## src/rtl/muldiv_unit.sv

```systemverilog
// muldiv_unit: iterative RV32M multiply/divide unit for the execute stage.
//
// Performs MUL, MULH, MULHSU, MULHU, DIV, DIVU, REM and REMU at width XLEN.
// Only one operation is in flight at a time. Multiplies use radix-2 shift-add
// on the operand magnitudes, and divides use restoring division on the
// magnitudes. Signs are applied on the final iteration. Division by zero and
// signed overflow are resolved when the request is accepted.
//
// Optional build macro MULDIV_FAST_MUL_EN: when it is defined, multiplies use
// one combinational signed (XLEN+1)x(XLEN+1) product and finish one cycle
// after accept. Divides are the same in both builds.
//
// Ports:
//   clk, rst_n        clock, asynchronous active-low reset
//   flush             abort the in-flight operation and any pending response
//   req_valid/ready   request handshake
//   req_op            funct3 operation code
//   req_a, req_b      rs1 / rs2 operands
//   req_tag           opaque tag returned with the result
//   resp_valid/ready  response handshake
//   resp_data         result
//   resp_tag          tag of the request that produced resp_data
module muldiv_unit #(
   parameter int XLEN  = 32,
   parameter int TAG_W = 5
) (
   input  logic             clk,
   input  logic             rst_n,
   input  logic             flush,
   input  logic             req_valid,
   output logic             req_ready,
   input  logic [2:0]       req_op,
   input  logic [XLEN-1:0]  req_a,
   input  logic [XLEN-1:0]  req_b,
   input  logic [TAG_W-1:0] req_tag,
   output logic             resp_valid,
   input  logic             resp_ready,
   output logic [XLEN-1:0]  resp_data,
   output logic [TAG_W-1:0] resp_tag
);

   localparam int CNT_W = $clog2(XLEN);

   typedef enum logic [1:0] {IDLE, BUSY, DONE} state_t;

   state_t              state;
   logic [CNT_W-1:0]    cnt;
   logic [2:0]          op;
   logic                sign_a;
   logic                sign_b;
   logic [XLEN-1:0]     opnd;
   logic [2*XLEN-1:0]   acc;

   function automatic logic [XLEN-1:0] neg_if(input logic c, input logic [XLEN-1:0] v);
      return c ? -v : v;
   endfunction

   function automatic logic [2*XLEN-1:0] neg_if_wide(input logic c, input logic [2*XLEN-1:0] v);
      return c ? -v : v;
   endfunction

   function automatic logic [XLEN-1:0] pick_result(input logic [2:0] f,
                                                   input logic [2*XLEN-1:0] prod,
                                                   input logic [XLEN-1:0] quo,
                                                   input logic [XLEN-1:0] rem);
      case (f)
         3'b000:                 return prod[XLEN-1:0];
         3'b001, 3'b010, 3'b011: return prod[2*XLEN-1:XLEN];
         3'b100, 3'b101:         return quo;
         default:                return rem;
      endcase
   endfunction

   // Request decode. MULHSU treats only rs1 as signed. MULHU, DIVU and REMU
   // treat both operands as unsigned.
   logic            a_signed, b_signed, a_neg, b_neg;
   logic [XLEN-1:0] a_mag, b_mag;
   logic            div_zero, div_ovf, special, accept;
   logic [XLEN-1:0] special_res;

   assign a_signed = req_op[2] ? ~req_op[0] : (req_op[1:0] != 2'b11);
   assign b_signed = req_op[2] ? ~req_op[0] : ~req_op[1];
   assign a_neg    = a_signed & req_a[XLEN-1];
   assign b_neg    = b_signed & req_b[XLEN-1];
   assign a_mag    = neg_if(a_neg, req_a);
   assign b_mag    = neg_if(b_neg, req_b);

   assign div_zero = req_op[2] & (req_b == '0);
   assign div_ovf  = req_op[2] & ~req_op[0] & (req_a == {1'b1, {(XLEN-1){1'b0}}}) & (req_b == '1);
   assign special  = div_zero | div_ovf;
   // req_op[1] selects the remainder forms.
   assign special_res = div_zero ? (req_op[1] ? req_a : '1)
                                 : (req_op[1] ? '0 : req_a);

   assign accept = (state == IDLE) & req_valid & ~flush;

`ifdef MULDIV_FAST_MUL_EN
   logic signed [XLEN:0]     fast_a, fast_b;
   logic signed [2*XLEN-1:0] fast_prod;
   logic [XLEN-1:0]          fast_res;

   assign fast_a    = $signed({a_signed & req_a[XLEN-1], req_a});
   assign fast_b    = $signed({b_signed & req_b[XLEN-1], req_b});
   assign fast_prod = $signed({{(XLEN-1){fast_a[XLEN]}}, fast_a}) *
                      $signed({{(XLEN-1){fast_b[XLEN]}}, fast_b});
   assign fast_res  = pick_result(req_op, fast_prod, '0, '0);
`endif

   // One iteration step.
   // Multiply: acc = {partial high, multiplier}. The register shifts right,
   //           and each shift retires one multiplier bit.
   // Divide:   acc = {remainder, dividend/quotient}. The register shifts left,
   //           and each shift inserts one quotient bit.
   logic [XLEN:0]     mul_sum, div_shift;
   logic              div_ge;
   logic [XLEN-1:0]   div_diff, fix_res;
   logic [2*XLEN-1:0] mul_next, div_next, acc_next;

   assign mul_sum   = {1'b0, acc[2*XLEN-1:XLEN]} + (acc[0] ? {1'b0, opnd} : '0);
   assign mul_next  = {mul_sum, acc[XLEN-1:1]};
   assign div_shift = acc[2*XLEN-1:XLEN-1];
   assign div_ge    = div_shift >= {1'b0, opnd};
   // The difference is only kept when div_ge is set. It is then smaller than
   // the divisor, so the low XLEN bits hold all of it.
   assign div_diff  = div_shift[XLEN-1:0] - opnd;
   assign div_next  = {div_ge ? div_diff : div_shift[XLEN-1:0], acc[XLEN-2:0], div_ge};
   assign acc_next  = op[2] ? div_next : mul_next;

   // Sign fix-up is applied to the last step's output as the unit enters DONE.
   assign fix_res = pick_result(op,
                                neg_if_wide(sign_a ^ sign_b, acc_next),
                                neg_if(sign_a ^ sign_b, acc_next[XLEN-1:0]),
                                neg_if(sign_a, acc_next[2*XLEN-1:XLEN]));

   // Operand and datapath registers. These need no reset: they are always
   // loaded at accept before they are used.
   always_ff @(posedge clk) begin
      if (accept) begin
         op     <= req_op;
         sign_a <= a_neg;
         sign_b <= b_neg;
         if (req_op[2]) begin
            opnd <= b_mag;
            acc  <= {{XLEN{1'b0}}, a_mag};
         end else begin
            opnd <= a_mag;
            acc  <= {{XLEN{1'b0}}, b_mag};
         end
      end else if (state == BUSY) begin
         acc <= acc_next;
      end
   end

   // Control FSM with registered handshake and response outputs.
   always_ff @(posedge clk or negedge rst_n) begin
      if (!rst_n) begin
         state      <= IDLE;
         cnt        <= '0;
         req_ready  <= 1'b1;
         resp_valid <= 1'b0;
         resp_data  <= '0;
         resp_tag   <= '0;
      end else if (flush) begin
         state      <= IDLE;
         cnt        <= '0;
         req_ready  <= 1'b1;
         resp_valid <= 1'b0;
      end else begin
         case (state)
            IDLE: begin
               if (req_valid) begin
                  resp_tag  <= req_tag;
                  req_ready <= 1'b0;
                  cnt       <= '0;
                  if (special) begin
                     resp_data  <= special_res;
                     resp_valid <= 1'b1;
                     state      <= DONE;
`ifdef MULDIV_FAST_MUL_EN
                  end else if (!req_op[2]) begin
                     resp_data  <= fast_res;
                     resp_valid <= 1'b1;
                     state      <= DONE;
`endif
                  end else begin
                     state <= BUSY;
                  end
               end
            end
            BUSY: begin
               if (cnt == CNT_W'(XLEN-1)) begin
                  resp_data  <= fix_res;
                  resp_valid <= 1'b1;
                  state      <= DONE;
               end else begin
                  cnt <= cnt + 1'b1;
               end
            end
            DONE: begin
               if (resp_ready) begin
                  resp_valid <= 1'b0;
                  req_ready  <= 1'b1;
                  state      <= IDLE;
               end
            end
            default: state <= IDLE;
         endcase
      end
   end

endmodule

```

## config.mk

```make
export PLATFORM = sky130hd
export DESIGN_NAME = muldiv_unit
export DESIGN_NICKNAME = d
export VERILOG_FILES = /design/src/rtl/muldiv_unit.sv
export SDC_FILE = /design/constraint.sdc
export NUM_CORES = 1
export LEC_CHECK = 0
export ABC_AREA = 1
export CAP_MARGIN = 20
export CORE_UTILIZATION = 50
export CTS_CLUSTER_DIAMETER = 30
export CTS_CLUSTER_SIZE = 24
export DETAILED_ROUTE_END_ITERATION = 16
export PLACE_DENSITY = 0.77
export SETUP_SLACK_MARGIN = 0.4
export SLEW_MARGIN = 25
export SYNTH_ARGS = -nofsm -noshare
export SYNTH_HDL_FRONTEND = slang
export SYNTH_SLANG_ARGS = --single-unit
```

## constraint.sdc

```tcl
create_clock -name clk -period 5.3 [get_ports clk]
set_input_delay 1.06 -clock clk [delete_from_list [all_inputs] [get_ports clk]]
set_output_delay 1.06 -clock clk [all_outputs]
set_load 0.02 [all_outputs]
```

# Word-level counts from Yosys, hierarchy flattened

Index checks and enable logic that the tools add are counted.

Flip-flop bits (word level): 147
Bits in latches: 0
Bits in writable memories: 0
ROM bits: 0
Word-level logic and storage cells: 110
Memories: 0

$add $sub $neg: 8
$mul: 0
Div/mod/pow operators: 0
Magnitude comparators: 1
Equal/unequal tests: 19
Shift operators: 0
Multiplexer cells: 42
Bitwise gates (word level): 13
Reductions and logical operators: 16

Operators by type and width:

| cell                                                | number |
|---|---|
| two-way mux 32 bit                                  | 14 |
| two-way mux 64 bit                                  | 4 |
| negation 32 bit                                     | 4 |
| one-hot mux 32 bit (3 select lines)                 | 1 |
| equality test 32 bit, second input constant         | 2 |
| negation 64 bit                                     | 1 |
| one-hot mux 32 bit (2 select lines)                 | 1 |
| adder 32 x 32 -> 33 bit                             | 1 |
| greater-or-equal comparator 33 x 32 -> 1 bit        | 1 |
| logical NOT 32 bit                                  | 1 |
| subtractor 32 bit                                   | 1 |
| two-way mux 5 bit                                   | 3 |
| != test 3 bit, second input constant                | 4 |
| AND reduction 3 bit                                 | 4 |
| two-way mux 1 bit                                   | 10 |
| two-way mux 2 bit                                   | 5 |
| one-hot mux 5 bit (2 select lines)                  | 1 |
| AND reduction 5 bit                                 | 2 |
| AND 1 bit                                           | 8 |
| equality test 3 x 2 -> 1 bit, second input constant | 2 |
| equality test 3 bit, second input constant          | 2 |
| != test 2 bit, second input constant                | 3 |
| one-hot mux 2 bit (3 select lines)                  | 1 |
| nonzero test 3 bit                                  | 2 |
| other kinds (18)                                    | 21 |

# Depth between registers and ports, before layout

Word-level depth: 9
Gate-level depth with buffers: 34

# Worst setup path before layout

No wires, ideal clock.

Path kind: input-to-reg
From: input port flush
To: register acc[0] (enable)
Setup time: 0.424 ns
Data arrival time: 3.587 ns
Setup slack: 1.289 ns
Stages: 4
Buffers on the path: 1
Cell sequence: clkbuf_1 -> nor3_1 -> clkinv_1 -> nand2_1

Word-level cells in the longest chain between the ends: 3

RTL lines:

| what                         | line | text |
|---|---|---|
| from (decl)                  | 29   | `input logic flush,` |
| NOT 1 bit (no line)          | --   |  |
| AND 1 bit                    | 95   | `assign accept = (state == IDLE) & req_valid & ~flush;` |
| nonzero test 2 bit (no line) | --   |  |
| to (signal assigned)         | 144  | `acc <= {{XLEN{1'b0}}, a_mag};` |
| to (signal assigned)         | 147  | `acc <= {{XLEN{1'b0}}, b_mag};` |
| to (signal assigned)         | 150  | `acc <= acc_next;` |
| to (decl)                    | 52   | `logic [2*XLEN-1:0] acc;` |

Every way passes these cells.
A chain may end at the register's enable or synchronous reset.

# Worst setup path after layout

From: register acc[52]
To: register resp_data[10]

Word-level cells in the longest chain between the ends: 8
Elaborated cells between the ends (all ways): 12

RTL lines:

| what                                                            | line   | text |
|---|---|---|
| greater-or-equal comparator 33 x 32 -> 1 bit (*)                | 122    | `assign div_ge = div_shift >= {1'b0, opnd};` |
| two-way mux 32 bit                                              | 126    | `assign div_next = {div_ge ? div_diff : div_shift[XLEN-1:0], acc[XLEN-2:0], div_ge};` |
| two-way mux 64 bit (*)                                          | 127    | `assign acc_next = op[2] ? div_next : mul_next;` |
| negation 64 bit / negation 32 bit (equally long branches)       | 59, 55 |  |
| two-way mux 64 bit / two-way mux 32 bit (equally long branches) | 59, 55 |  |
| one-hot mux 32 bit (3 select lines) (*)                         | 66     | `case (f)` |
| two-way mux 32 bit (*)                                          | 191    | `if (cnt == CNT_W'(XLEN-1)) begin` |
| one-hot mux 32 bit (2 select lines) (*)                         | 169    | `case (state)` |
| to (signal assigned)                                            | 176    | `resp_data <= special_res;` |
| to (signal assigned)                                            | 192    | `resp_data <= fix_res;` |
| to (decl)                                                       | 38     | `output logic [XLEN-1:0] resp_data,` |

Every way passes the cells marked *; elsewhere a longest branch is shown, timed or not. The select of a mux whose other input is x is not followed.

==> impl_metrics.toml <==
[status]
status = "finished clean"

[cells_and_area]
layout.nets = 3510
final_cell_mix = "nand2_1 (1,004), inv_1 (469), nor2_1 (355), nand3_1 (295), o21ai_0 (192)"
final_area_mm2 = 0.0215
syn_to_final_growth_pct = 11.9
fin_cells = 3883
nFillCells = 3939
layout_commonest_cell = "nand2_1"
drive_above_1_share_pct = 6.44

[cts]
h-tree-depth = 4
clock_sinks = 147
clkLatencyLatePin_ns = 0.47
cts-buffers-inserted = 17
clockRootBuffer = "clkbuf_16"
holdBufCountCts = 0
clkTransAtPathRegs_ns = 0.07
cts_tree = "done"
cts_buffer_depth = 2

[sta]
setup_viol_count_final = 0
fin_crit_sh_pct = 86.1
min_period_ns = 4.56
hold_viol = 0
setup_tns_ns = 0
rsz0062_at_grt = "true"
drv_slew = 0
worst_slew_pin_slew_ns = 1.11
skew_ns = 0.0150
max_freq_mhz = 219
slew_headroom_pct = 26.1

[critical_path]
worstSetupPathDepth = 22
endpoint = "resp_data[10]$_DFFE_PN0P_"
rr_worst_depth = 22
r2r-end = "resp_data[10]$_DFFE_PN0P_"
rr_startpoint = "acc[52]$_SDFFCE_PP0P_"
worstPathMaxFanout = 26
path_buf_inv = 3
startpoint = "acc[52]$_SDFFCE_PP0P_"
crit_top_cell = "nand2_1"
end_kind = "register"
crit_chain = "ha_1 -> nand2_1 -> nor2_2 -> nand2_1 -> nor2_2 -> nand2_8 -> nand2_8 -> nand2_1 -> nand3_1 -> nand2_1 -> inv_2 -> ha_1 -> inv_1 -> nor4_1 -> inv_1 -> nor3_2 -> nand3_1 -> nand2_1 -> o21ai_0 -> o21ai_1 -> nor2_1 -> o21ai_1"
cp_top_family = "simple AND/OR/NAND/NOR gates"
rrSetupSlack_ns = 0.74
required_ns = 5.69
start_kind = "register"
crit_type = "reg -> reg"
slowest_stage = "edfxtp_1"
arrival_ns = 4.95
slowest_delay_ns = 0.46

[die]
die_area_mm2 = 0.0391
rows = 71
fp.dieH_um = 198
start_util_pct = 50.9
die_w_um = 198
core_area_mm2 = 0.0377
ios = 116

[grt]
antenna_found_initial = 5
grt_pass1_vias = 20800
grt_overflow = 0
gr-usage-all-layers_pct = 42.7
grt_max_degree = 135
grt_pass1_wl_mm = 124

[min_path]
worstHoldPathCells = 2
hold_class = "reg -> reg"

[placement]
place_area_mm2 = 0.0208
dp_cells = 3840
place_hpwl_mm = 66.7
io_buffers = 115
place.gp.congestion = 1.08

[logic_synthesis]
ys_ff_latch = 147
async_reset_ff_share_pct = 31.3
synth.area.top_cells = "nand2_1 (20%), edfxtp_1 (16%), inv_1 (9.2%), nand3_1 (7.7%), nor2_1 (7.0%)"
synth_edf_count = 101
synth_cell_type_count = 61
ys_seq_area_share_pct = 21.8
synthCells = 3279
synth_ff_type = "edfxtp_1"
avgSynthCellArea_um2 = 5.85
syn_nets = 3432
netlist.area_leader.share_pct = 19.7
syn_area_mm2 = 0.0192
ys_warn_count = 0
yosysTopAreaCell = "nand2_1"

[power]
vdd_drop_max_uv = 454
p_per_area_mw_per_mm2 = 671
power_leakage_nw = 10.7

[drt]
vias = 22300
avgRoutedWirePerCell_um = 21.3
vias_per_cell = 5.74
first_iter_violations = 2453
drt-pass1-iter-count = 6
ant_nets = 0
finalWirelength_mm = 82.6
drc = 0

[flow_run]
cap_violations = 0
worst min-delay path by stage:
stage	slack, ns	to	startpoint
2_1_floorplan	0.45	cnt[4]$_DFFE_PN0P_	cnt[4]$_DFFE_PN0P_
3_3_place_gp	0.46	resp_tag[2]$_DFFE_PN0P_	resp_tag[2]$_DFFE_PN0P_
3_5_place_dp	0.46	resp_tag[2]$_DFFE_PN0P_	resp_tag[2]$_DFFE_PN0P_
4_1_cts	0.48	resp_tag[2]$_DFFE_PN0P_	resp_tag[2]$_DFFE_PN0P_
5_1_grt	0.49	resp_tag[2]$_DFFE_PN0P_	resp_tag[2]$_DFFE_PN0P_
6_report	0.47	resp_tag[2]$_DFFE_PN0P_	resp_tag[2]$_DFFE_PN0P_
logic make-up after synthesis:
logic type                 after synthesis  share of synthesized area (%)
AOI/OAI and AO/OA                      472                           13.8
xor gates and xnor gates                92                           4.20
adders and majority gates               76                           5.04
buffers and inverters                  612                           12.7
DFF                                    147                           21.8
muxes                                    7                          0.431
and+or+nand+nor                       1873                           42.0
where the power goes:
group | switching (mW) | internal (mW)
Clock | 0.586 | 0.638
Combinational | 7.67 | 3.20
Sequential | 0.375 | 1.92
Yosys cell counts (5+ instances only):
library cell / number
nand2_1: 1005
inv_1: 470
nor2_1: 356
nand3_1: 296
o21ai_0: 192
a21oi_1: 166
edfxtp_1: 101
ha_1: 74
clkbuf_1: 66
xor2_1: 65
dfrtp_1: 45
nor3_1: 44
nand4_1: 37
nand2_2: 28
xnor2_1: 27
inv_2: 21
nand3b_1: 20
nor2_2: 19
buf_2: 17
o211ai_1: 16
a31oi_1: 15
o21ai_1: 15
buf_6: 14
nor4_1: 14
o21ai_2: 14
o22ai_1: 14
clkinv_1: 13
o21bai_1: 11
nand3_2: 10
buf_1: 9
or2_1: 9
and2_1: 8
mux2i_1: 6
nor2_4: 6
o21a_1: 6
o31ai_1: 6
or2_2: 5
routing by layer:
layer / vias up / track usage [%] / wire, um
li1: 10700 / - / -
met1: 9977 / 49.9 / 30500
met2: 1315 / 68.3 / 36300
met3: 326 / 8.33 / 7970
met4: 2 / 34.7 / 7760
met5: - / 0 / 13
worst reg2reg max path, stage by stage (launching register included):
cell	delay [ns]
edfxtp_1	0.46
ha_1	0.42
nand2_1	0.16
nor2_2	0.23
nand2_1	0.17
nor2_2	0.42
nand2_8	0.11
nand2_8	0.21
nand2_1	0.09
nand3_1	0.09
nand2_1	0.15
inv_2	0.18
ha_1	0.29
inv_1	0.10
nor4_1	0.28
inv_1	0.08
nor3_2	0.23
nand3_1	0.18
nand2_1	0.18
o21ai_0	0.09
o21ai_1	0.18
nor2_1	0.06
o21ai_1	0.11
registers in the layout, indices dropped and copies added, names as in the netlist:
signal      count
acc            64
opnd           32
resp_data      32
cnt             5
resp_tag        5
op              3
state           2
req_ready       1
resp_valid      1
sign_a          1
sign_b          1
final cells by class:
cell class                      instances  area, um2  area share (%)
Clock buffer                           20        459            2.14
Antenna cell                            2       5.00          0.0233
Tap cell                              511        639            2.98
Clock inverter                         12       95.1           0.443
Multi-Input combinational cell       2521      12600            58.7
Inverter                              505       1900            8.85
Sequential cell                       147       4190            19.5
Timing Repair Buffer                  165       1570            7.30
repair_timing:
action	CTS	global route
gates resized for setup	0	9
endpoints found under the setup margin	0	19
setup buffers	0	8
through the flow:
| stage | total power [mW] | setup slack [ns] | utilization [%] | hold slack, ns |
|---|---|---|---|---|
| CTS | 14.0 | 0.520 | 56.6 | 0.477 |
| global route | 15.4 | 0.369 | 56.9 | 0.493 |
| finish | 14.4 | 0.737 | 56.9 | 0.474 |
| floorplan | 9.13 | 1.29 | - | 0.448 |
| global placement | 12.7 | 0.633 | 55.1 | 0.457 |
| detailed placement | 12.7 | 0.531 | 55.1 | 0.459 |
Power figures use the tool's default switching activity.
